$ cat config.mk
export PLATFORM = sky130hd
export DESIGN_NAME = logicnets_input_packer
export DESIGN_NICKNAME = d
export VERILOG_FILES = /design/src/rtl/logicnets_input_packer.sv
export SDC_FILE = /design/constraint.sdc
export NUM_CORES = 1
export LEC_CHECK = 0
export ABC_AREA = 1
export BUFFER_PORTS_ARGS = -buffer_cell sky130_fd_sc_hd__buf_2
export CORE_MARGIN = 2
export CORE_UTILIZATION = 46
export DETAILED_ROUTE_END_ITERATION = 6
export PLACE_DENSITY_LB_ADDON = 0.3
export SLEW_MARGIN = 20
export SYNTH_ARGS = -nofsm -noshare
export SYNTH_HDL_FRONTEND = slang
export SYNTH_SLANG_ARGS = --single-unit
$ cat constraint.sdc
create_clock -name clk -period 1.67 [get_ports clk]
set_input_delay 0.334 -clock clk [delete_from_list [all_inputs] [get_ports clk]]
set_output_delay 0.334 -clock clk [all_outputs]
set_load 0.02 [all_outputs]
$ cat src/rtl/logicnets_input_packer.sv
`default_nettype none
// ============================================================================
// Module   : logicnets_input_packer
// Purpose  : Quantises a stream of signed samples into 2-bit codes against
//            three thresholds and packs NUM_FEAT codes per output vector for
//            LogicNets layer 0. A sample flagged s_first while a vector is
//            partially filled restarts the vector.
// Options  : LNP_DROP_CNT_EN adds a saturating 16-bit drop_cnt output that
//            counts restarted (discarded) partial vectors.
// Revision : 1.0 - initial release
// ============================================================================
module logicnets_input_packer #(
  parameter int SAMPLE_W = 16,
  parameter int NUM_FEAT = 8
) (
  input  logic                  clk,
  input  logic                  rst,
  input  logic [SAMPLE_W-1:0]   s_data,
  input  logic                  s_valid,
  input  logic                  s_first,
  output logic                  s_ready,
  input  logic [SAMPLE_W-1:0]   thr0,
  input  logic [SAMPLE_W-1:0]   thr1,
  input  logic [SAMPLE_W-1:0]   thr2,
  output logic [2*NUM_FEAT-1:0] m_data,
  output logic                  m_valid,
  input  logic                  m_ready
`ifdef LNP_DROP_CNT_EN
  ,
  output logic [15:0]           drop_cnt
`endif
);

  localparam int IDX_W = (NUM_FEAT > 2) ? $clog2(NUM_FEAT) : 1;
  localparam logic [IDX_W-1:0] LAST_IDX = IDX_W'(NUM_FEAT - 1);
  localparam logic [IDX_W-1:0] ONE_IDX  = IDX_W'(1);

  typedef enum logic [0:0] {
    COLLECT = 1'b0,
    HOLD    = 1'b1
  } state_t;

  state_t           r_state;
  logic [IDX_W-1:0] r_idx;
  logic             r_ready_en;

  logic             w_ge0;
  logic             w_ge1;
  logic             w_ge2;
  logic [1:0]       w_code;
  logic             w_xfer;
  logic             w_resync;
  logic [IDX_W-1:0] w_wr_idx;

  // Thermometer quantiser: number of thresholds the sample reaches.
  assign w_ge0  = $signed(s_data) >= $signed(thr0);
  assign w_ge1  = $signed(s_data) >= $signed(thr1);
  assign w_ge2  = $signed(s_data) >= $signed(thr2);
  assign w_code = {1'b0, w_ge0} + {1'b0, w_ge1} + {1'b0, w_ge2};

  // s_ready is held low until the first edge after reset; in HOLD a sample
  // may only enter together with the outgoing vector being accepted.
  assign s_ready  = r_ready_en & ((r_state == COLLECT) | m_ready);
  assign w_xfer   = s_valid & s_ready;
  assign w_resync = w_xfer & (r_state == COLLECT) & s_first & (r_idx != '0);

  // Slot written by the current transfer: slot 0 when starting a new vector.
  always_comb begin
    w_wr_idx = r_idx;
    if ((r_state == HOLD) || w_resync) begin
      w_wr_idx = '0;
    end
  end

  // Collect/hold state machine with the packed vector as its output register.
  always_ff @(posedge clk or posedge rst) begin
    if (rst) begin
      r_state    <= COLLECT;
      r_idx      <= '0;
      r_ready_en <= 1'b0;
      m_valid    <= 1'b0;
      m_data     <= '0;
    end else begin
      r_ready_en <= 1'b1;
      if (w_xfer) begin
        for (int i = 0; i < NUM_FEAT; i++) begin
          if (w_wr_idx == IDX_W'(i)) begin
            m_data[2*i +: 2] <= w_code;
          end
        end
      end
      case (r_state)
        COLLECT: begin
          if (w_xfer) begin
            if (w_resync) begin
              r_idx <= ONE_IDX;
            end else if (r_idx == LAST_IDX) begin
              r_idx   <= '0;
              r_state <= HOLD;
              m_valid <= 1'b1;
            end else begin
              r_idx <= r_idx + ONE_IDX;
            end
          end
        end
        HOLD: begin
          if (m_ready) begin
            m_valid <= 1'b0;
            r_state <= COLLECT;
            r_idx   <= w_xfer ? ONE_IDX : '0;
          end
        end
        default: begin
          r_state <= COLLECT;
          r_idx   <= '0;
          m_valid <= 1'b0;
        end
      endcase
    end
  end

`ifdef LNP_DROP_CNT_EN
  // Saturating count of partial vectors discarded by an s_first restart.
  always_ff @(posedge clk or posedge rst) begin
    if (rst) begin
      drop_cnt <= '0;
    end else if (w_resync && (drop_cnt != 16'hFFFF)) begin
      drop_cnt <= drop_cnt + 16'd1;
    end
  end
`endif

endmodule
`default_nettype wire

## After elaboration in Yosys (flattened, before gate mapping)

Index checks and enable logic that the tools add are counted.

- $add $sub $neg: 3
- $mul: 0
- Divide/modulo/power cells: 0
- Magnitude comparators: 3
- Equal/unequal tests: 12
- Shifts and indexed selects: 0
- Multiplexer cells: 17
- Bitwise operators: 7
- Reductions and logical operators: 13

Operator list:

| operator | number |
|---|---|
| >= comparator 16 bit | 3 |
| AND reduction 2 bit | 9 |
| == test 3 bit, second input constant | 5 |
| two-way mux 3 bit | 5 |
| two-way mux 1 bit | 9 |
| == test 3 x 2 -> 1 bit, second input constant | 2 |
| inequality test 2 bit, second input constant | 3 |
| case mux 3 bit (2 select lines) | 1 |
| bitwise AND 1 bit | 5 |
| case mux 1 bit (2 select lines) | 2 |
| AND reduction 4 bit | 1 |
| adder 3 x 1 -> 3 bit, second input constant | 1 |
| == test 3 x 1 -> 1 bit, second input constant | 1 |
| zero test 3 bit | 1 |
| nonzero test 3 bit | 1 |
| adder 1 x 1 -> 2 bit | 1 |
| adder 2 x 1 -> 2 bit | 1 |
| inequality test 2 x 1 -> 1 bit, second input constant | 1 |
| logical OR 1 bit | 1 |
| inverter 1 bit | 1 |
| OR 1 bit | 1 |

- Register bits: 22
- Latch bits: 0
- Bits in writable memories: 0
- Memory bits (read-only): 0
- Output and inout bits: 18
- Memories kept: 0

## Logic depth before layout (Yosys ltp)

Gate-level depths: netlist (run 1).

- Depth after elaboration: 11
- Gate-level depth with buffers: 17
- Depth with buffers taken out: 16

## Worst setup path after synthesis (run 1)

No wires, ideal clock.

- Path type: in2reg
- Start: in thr0[15]
- End: reg m_data[10]
- Library setup time: 65 ps
- Data arrival time: 1,999 ps
- Data required time: 1,605 ps
- Slack: -393 ps
- Stages on the path: 11
- Path buffers: 1
- Path through: inv_1 -> ha_1 -> nand2_1 -> nor3_1 -> nand2_1 -> nand3_1 -> nand3_1 -> fa_1 -> buf_2 -> nand2_1 -> nand2_1

- Longest elaborated chain between the ends: 3

RTL lines:

| what | RTL line | RTL |
|---|---|---|
| start: declaration | 22 | `input logic [SAMPLE_W-1:0] thr0,` |
| >= comparator 16 bit | 56 | `assign w_ge0 = $signed(s_data) >= $signed(thr0);` |
| adder 1 x 1 -> 2 bit | 59 | `assign w_code = {1'b0, w_ge0} + {1'b0, w_ge1} + {1'b0, w_ge2};` |
| adder 2 x 1 -> 2 bit | 59 |  |
| net w_code[0] | 50 | `logic [1:0] w_code;` |
| end signal: indexed assignment | 88 | `m_data[2*i +: 2] <= w_code;` |
| end: declaration | 25 | `output logic [2*NUM_FEAT-1:0] m_data,` |

The timed path passes the listed nets, and every way through them passes these cells.
A chain may end at the register's enable or synchronous reset.

## Worst setup path in the final report (run 1)

- Start: in s_data[15]
- End: reg m_data[14]

- Longest elaborated chain between the ends: 3
- Elaborated cells between the ends (all ways): 5
- Classes of those cells: 2 x add/sub; 3 x order compare

RTL lines:

| what | RTL line | RTL |
|---|---|---|
| start: declaration | 18 | `input logic [SAMPLE_W-1:0] s_data,` |
| >= comparator 16 bit, on equally long branches | 56, 57 |  |
| adder 1 x 1 -> 2 bit | 59 |  |
| adder 2 x 1 -> 2 bit * | 59 |  |
| net w_code[0] | 50 |  |

The timed path passes the listed nets; every way through them passes the cells marked *.

==> flow_summary.toml, run 1 <==
[timing]
final.setup.worst_slack_ps = -373.0
hold_viol = 0
min_period_ps = 2043
skew_ps = 4.391
tns_ps = -4781
finalSetupViolations = 16
period_share_pct = 122.3
fmax_mhz = 489.5
slew_viol_final = 0
rsz0062_at_grt = "true"

[logic_synthesis]
syn_avg_cell_area_um2 = 6.962
yosysUniqueCellTypes = 31
synth.most_common_cell = "nand2_1"
async_reset_ff_share_pct = 100.0
synth-seq-cells = 22
syn-cell-area_mm2 = 0.002444
yosys-top-cells-count = "nand2_1, inv_1, ha_1"
synth_cells = 351
syn_nets = 472
synth-main-ff-cell = "dfrtp_1"
seq_area_frac_synth_pct = 22.53
yosys_warnings = 0
synth.area.top_cells = "ha_1, dfrtp_1, nand2_1"
yosysTopAreaCell = "ha_1"
synth_top_cell_area_share_pct = 26.11
synth_enable_flop_cells = 0

[worst_setup_path]
crit_chain = "buf_4, ha_4, nand2_2, nor2_1, a21oi_2, buf_4, nand3_1, nand3_2, fa_2, nand2_1, nand2_1"
critPathArrivalTime_ps = 2250
r2r-end = "m_data[10]"
cp_slowest_cell = "fa_2"
crit_family = "adder cells"
crit_buf_inv = 2
slowest_delay_ps = 640
startpoint = "s_data[15]"
r2r_cells = 10
worstSetupStartpointType = "primary input"
worstPathRequired_ps = 1880
reg2reg_from = "r_idx[0]"
path_class = "primary input to register"
ff2ff_setup_slack_ps = 10
crit_fanout = 8
cp_num_cells = 11
endpoint_kind = "register"
endpoint = "m_data[14]"

[placed_design]
place_congestion = 0.8609
io_buffer_count = 86
dpl-instance-area_mm2 = 0.003405
post-dp-hpwl_um = 5172
place_inst = 523

[cts]
path_clk_slew_ps = 80
clockRootBuffer = "clkbuf_8"
cts_tree = "built"
cts.sinks = 22
numCtsBuffers = 3
htreeDepth = 1
holdBufCountCts = 0
clk_latency_ps = 260
cts_buffer_depth = 2

[global_routing]
grt_max_degree = 23
grt_first_pass_wirelength_um = 11320
grt_use_total_pct = 23.19
globalRoute.totalOverflow = 0
grt_pass1_vias = 2722
grt_antenna_before_repair = 0

[die]
ios = 87
initial_core_util_pct = 47.84
chipHeight_um = 76.89
die_area_mm2 = 0.005911
design.core.area_mm2 = 0.005107
fp-row-count = 26
die_w_um = 76.89

[power]
p_leak_nw = 2.073
internal-power_w = 0.001790
power.share.clock_pct = 15.8
p_sw_share_pct = 42.88
seq_power_share_pct = 27.8
p_sw_w = 0.001343
power_w = 0.003133
powerDensity_mw_per_mm2 = 804.1
vdd_drop_max_mv = 0.5620
comb_power_share_pct = 56.4

[cells_and_area]
stdcell_count = 529
diodes = 0
drive_gt1_share_pct = 50.98
fin_nets = 581
fin_area_mm2 = 0.003896
syn2layout_area_growth_pct = 59.45
final_core_util_pct = 76.29

[outcome]
status = "finished with violations"
failed_checks = "setup timing"

[route]
drtAntennaViolNets = 0
drt-initial-drc-count = 57
dr.pass1.iters = 4
drc = 0
drt-total-wl_um = 6961
via_count = 2625
vias_per_cell = 4.962
wl_per_cell_um = 13.16

[min_path]
hp-class = "primary input to async pin"

[flow_run]
drv_cap = 0
-- logic make-up after synthesis --
group           after synthesis  share of synthesized area, %
other cells                   1                        0.1535
buf+inv                      78                         12.49
simple gates                159                         28.88
flops                        22                         22.53
fa+ha+maj                    52                         26.93
compound gates               39                         9.012
-- stage by stage --
stage | hold slack [ps] | setup WS [ps]
after global routing | 132.5 | -433.0
final | 95.24 | -373.0
after CTS | 98.18 | -299.9
after detailed placement | 386.7 | -681.7
after global placement | 373.3 | -602.0
after floorplan | 323.2 | -283.7
-- layout by cell type (no fill, tap or decap), drive strengths merged --
cell and instances:
bufinv 1, a21o 3, nor3 5, inv 74, o22ai 1, buf 107, o21ai 13, a21boi 1
nand2 105, dfrtp 22, a21oi 19, clkbuf 3, nand4 7, o211ai 1, nor2 25, nand3 17
a31oi 1, conb 1, fa 1, ha 51, clkinv 1
-- final cells by class --
cell class	count	area (um^2)
multi-input combinational	251	2182
fill	371	1211
timing repair buffer	107	685.7
sequential	22	550.5
inverter	75	319.1
tap	70	87.58
clock buffer	3	41.29
clock inverter	1	30.03
-- per-layer routing --
layer | GRT usage, % | wire length [um]
met3 | 2.235 | 291
met2 | 46.14 | 3758
met5 | 0 | 0
met1 | 25.49 | 2727
met4 | 6.909 | 183
-- worst min-delay path: cells and delay by family --
family / cells / cell delay (ps)
buf+inv: 3 / 410
-- state kept, by name, summed over array words and instances, names as in the netlist --
name	cells
r_ready_en	1
r_state	1
r_idx	3
m_valid	1
m_data	16
-- power groups by stage --
| stage | combinational, W | sequential [W] | clock [W] |
|---|---|---|---|
| 6_report | 0.00177 | 0.000873 | 0.000494 |
| 5_1_grt | 0.00196 | 0.000900 | 0.000515 |
| 4_1_cts | 0.00168 | 0.000871 | 0.000500 |
| 3_5_place_dp | 0.00158 | 0.000878 | 0 |
| 3_3_place_gp | 0.00153 | 0.000878 | 0 |
| 2_1_floorplan | 0.000799 | 0.00110 | 0 |
-- how the worst min path moves through the flow --
stage	slack, ps	start	end
global placement	370	rst	r_idx[1]
floorplan	320	rst	m_data[0]
CTS	100	rst	r_state
detailed placement	390	rst	m_data[11]
global route	130	rst	r_idx[2]
finish	100	rst	r_state
-- what timing repair did --
| action | in CTS | in global routing |
|---|---|---|
| resized for setup | 48 | 47 |
| setup buffers | 1 | 1 |
| endpoints found under the setup margin | 16 | 16 |
| pin swaps | 37 | 40 |
Note: power is estimated with default switching activity, not from simulation.
==> inputs of run 2 (changes only) <==
Settings changed: SETUP_SLACK_MARGIN from default to 0.4.
Clock period 1.67 ns to 1.7 ns, I/O delays scaled along.
==> flow_summary.toml, run 2 (synthesized netlist as in run 1, its figures left out) <==
[worst_setup_path]
cp_slowest_cell = "fa_2"
critPathArrivalTime_ps = 2240
crit_buf_inv = 2
slowest_delay_ps = 670
path_class = "primary input to register"
cp_common_cell = "nand2_1"
crit_family = "adder cells"
worstSetupStartpointType = "primary input"
crit_chain = "buf_2, inv_1, ha_1, nand2_2, nor2_1, nor2_2, nand2_1, nand2_1, nand3_1, nand3_2, fa_2, nand2_1, nand2_1"
crit_fanout = 8
worstPathRequired_ps = 1900
endpoint_kind = "register"

[timing]
min_period_ps = 2036
rsz0062_at_grt = "true"
hold_viol = 0
hold_ws_ps = 106.7
final.setup.worst_slack_ps = -336.3
finalSetupViolations = 16
slew_viol_final = 0
skew_ps = 6.094
period_share_pct = 119.8
fmax_mhz = 491.1

[cts]
cts.sinks = 22
clk_latency_ps = 260
clockRootBuffer = "clkbuf_8"
path_clk_slew_ps = 80
holdBufCountCts = 0
numCtsBuffers = 3
cts_tree = "built"
cts_buffer_depth = 2
htreeDepth = 1

[placed_design]
place_congestion = 0.8653
place_inst = 522
post-dp-hpwl_um = 5162
io_buffer_count = 86
dpl-instance-area_mm2 = 0.003397

[power]
vdd_drop_max_mv = 0.5383
internal-power_w = 0.001742
seq_power_share_pct = 27.5
powerDensity_mw_per_mm2 = 788.1
p_sw_share_pct = 44.52
p_sw_w = 0.001398
power_w = 0.003141
power.share.clock_pct = 11.9
p_leak_nw = 2.100
comb_power_share_pct = 60.6

[cells_and_area]
final_common_cell = "nand2_1"
drive_gt1_share_pct = 51.39
fin_nets = 589
regMostFlops = "m_data"
largest_register_ffs = 16
final_cell_mix = "nand2_1, buf_2, inv_1"
diodes = 0
fin_area_mm2 = 0.003985
stdcell_count = 537
top_regs = "m_data x16, r_idx x3"
syn2layout_area_growth_pct = 63.08

[die]
design.core.area_mm2 = 0.005107
ios = 87
die_area_mm2 = 0.005911
initial_core_util_pct = 47.84
die_w_um = 76.89
fp-row-count = 26
chipHeight_um = 76.89

[flow_run]
drv_cap = 0

[route]
via_count = 2715
wl_met3_um = 343
top_layer = "met4"
wl_met1_um = 2903
vias_per_cell = 5.056
drc = 0
drt-total-wl_um = 7447
dr.pass1.iters = 4
drt-initial-drc-count = 204
met2_length_um = 3975
drtAntennaViolNets = 0
wl_per_cell_um = 13.87

[outcome]
status = "finished with violations"
failed_checks = "setup timing"

[global_routing]
grt_antenna_before_repair = 0
grt_pass1_vias = 2682
grt_max_degree = 23
grt_first_pass_wirelength_um = 11390
globalRoute.totalOverflow = 0
grt_use_total_pct = 23.22

[min_path]
hp-class = "primary input to async pin"
run 2: timing repair:
item | 4_1_cts | 5_1_grt
endpoints found under the setup margin | 17 | 20
pin swaps | 38 | 36
resized for setup | 60 | 45
buffers inserted | 5 | 6
run 2: area by class of cell:
type                       count  area (um^2)
multi-input combinational    251         2187
inverter                      75        324.1
tap                           70        87.58
timing repair buffer         115        779.5
clock buffer                   4        55.05
fill                         318         1122
sequential                    22        551.8
run 2: metrics by stage:
step | util (%) | setup TNS [ps] | setup WS (ps)
after floorplan | - | -3681 | -259.7
after global placement | 66.51 | -8851 | -584.3
after global routing | 78.03 | -5473 | -433.7
after detailed placement | 66.51 | -9922 | -658.9
after CTS | 74.18 | -3308 | -281.1
final | 78.03 | -4248 | -336.3
run 2: per-layer routing:
metal,up-vias,global-route usage [%]
met5,-,0
met4,0,8.182
met3,23,1.765
met2,105,44.91
met1,1242,26.41
li1,1345,-
run 2: power groups by stage:
stage          Combinational [W]  Clock [W]  Sequential, W
3_5_place_dp             0.00155          0       0.000862
4_1_cts                  0.00166   0.000366       0.000852
5_1_grt                  0.00209   0.000395       0.000884
2_1_floorplan           0.000785          0        0.00108
3_3_place_gp             0.00150          0       0.000862
6_report                 0.00190   0.000374       0.000862
run 2: worst min-delay path, cell delays in order:
cell	delay, ps
buf_2	100
inv_1	40
buf_4	280
run 2: worst paths after layout:
kind | from | end | slack (ps) | cells past startpoint
max | thr1[6] | m_data[12] | -340 | 13
min | rst | m_data[4] | 110 | 3
max reg2reg | r_idx[0] | m_data[12] | -20 | 9
min reg2reg | m_data[1] | m_data[1] | 490 | 2
max in group asynchronous | rst | r_state | 1350 | 3
min in group clk | m_ready | r_state | 450 | 4
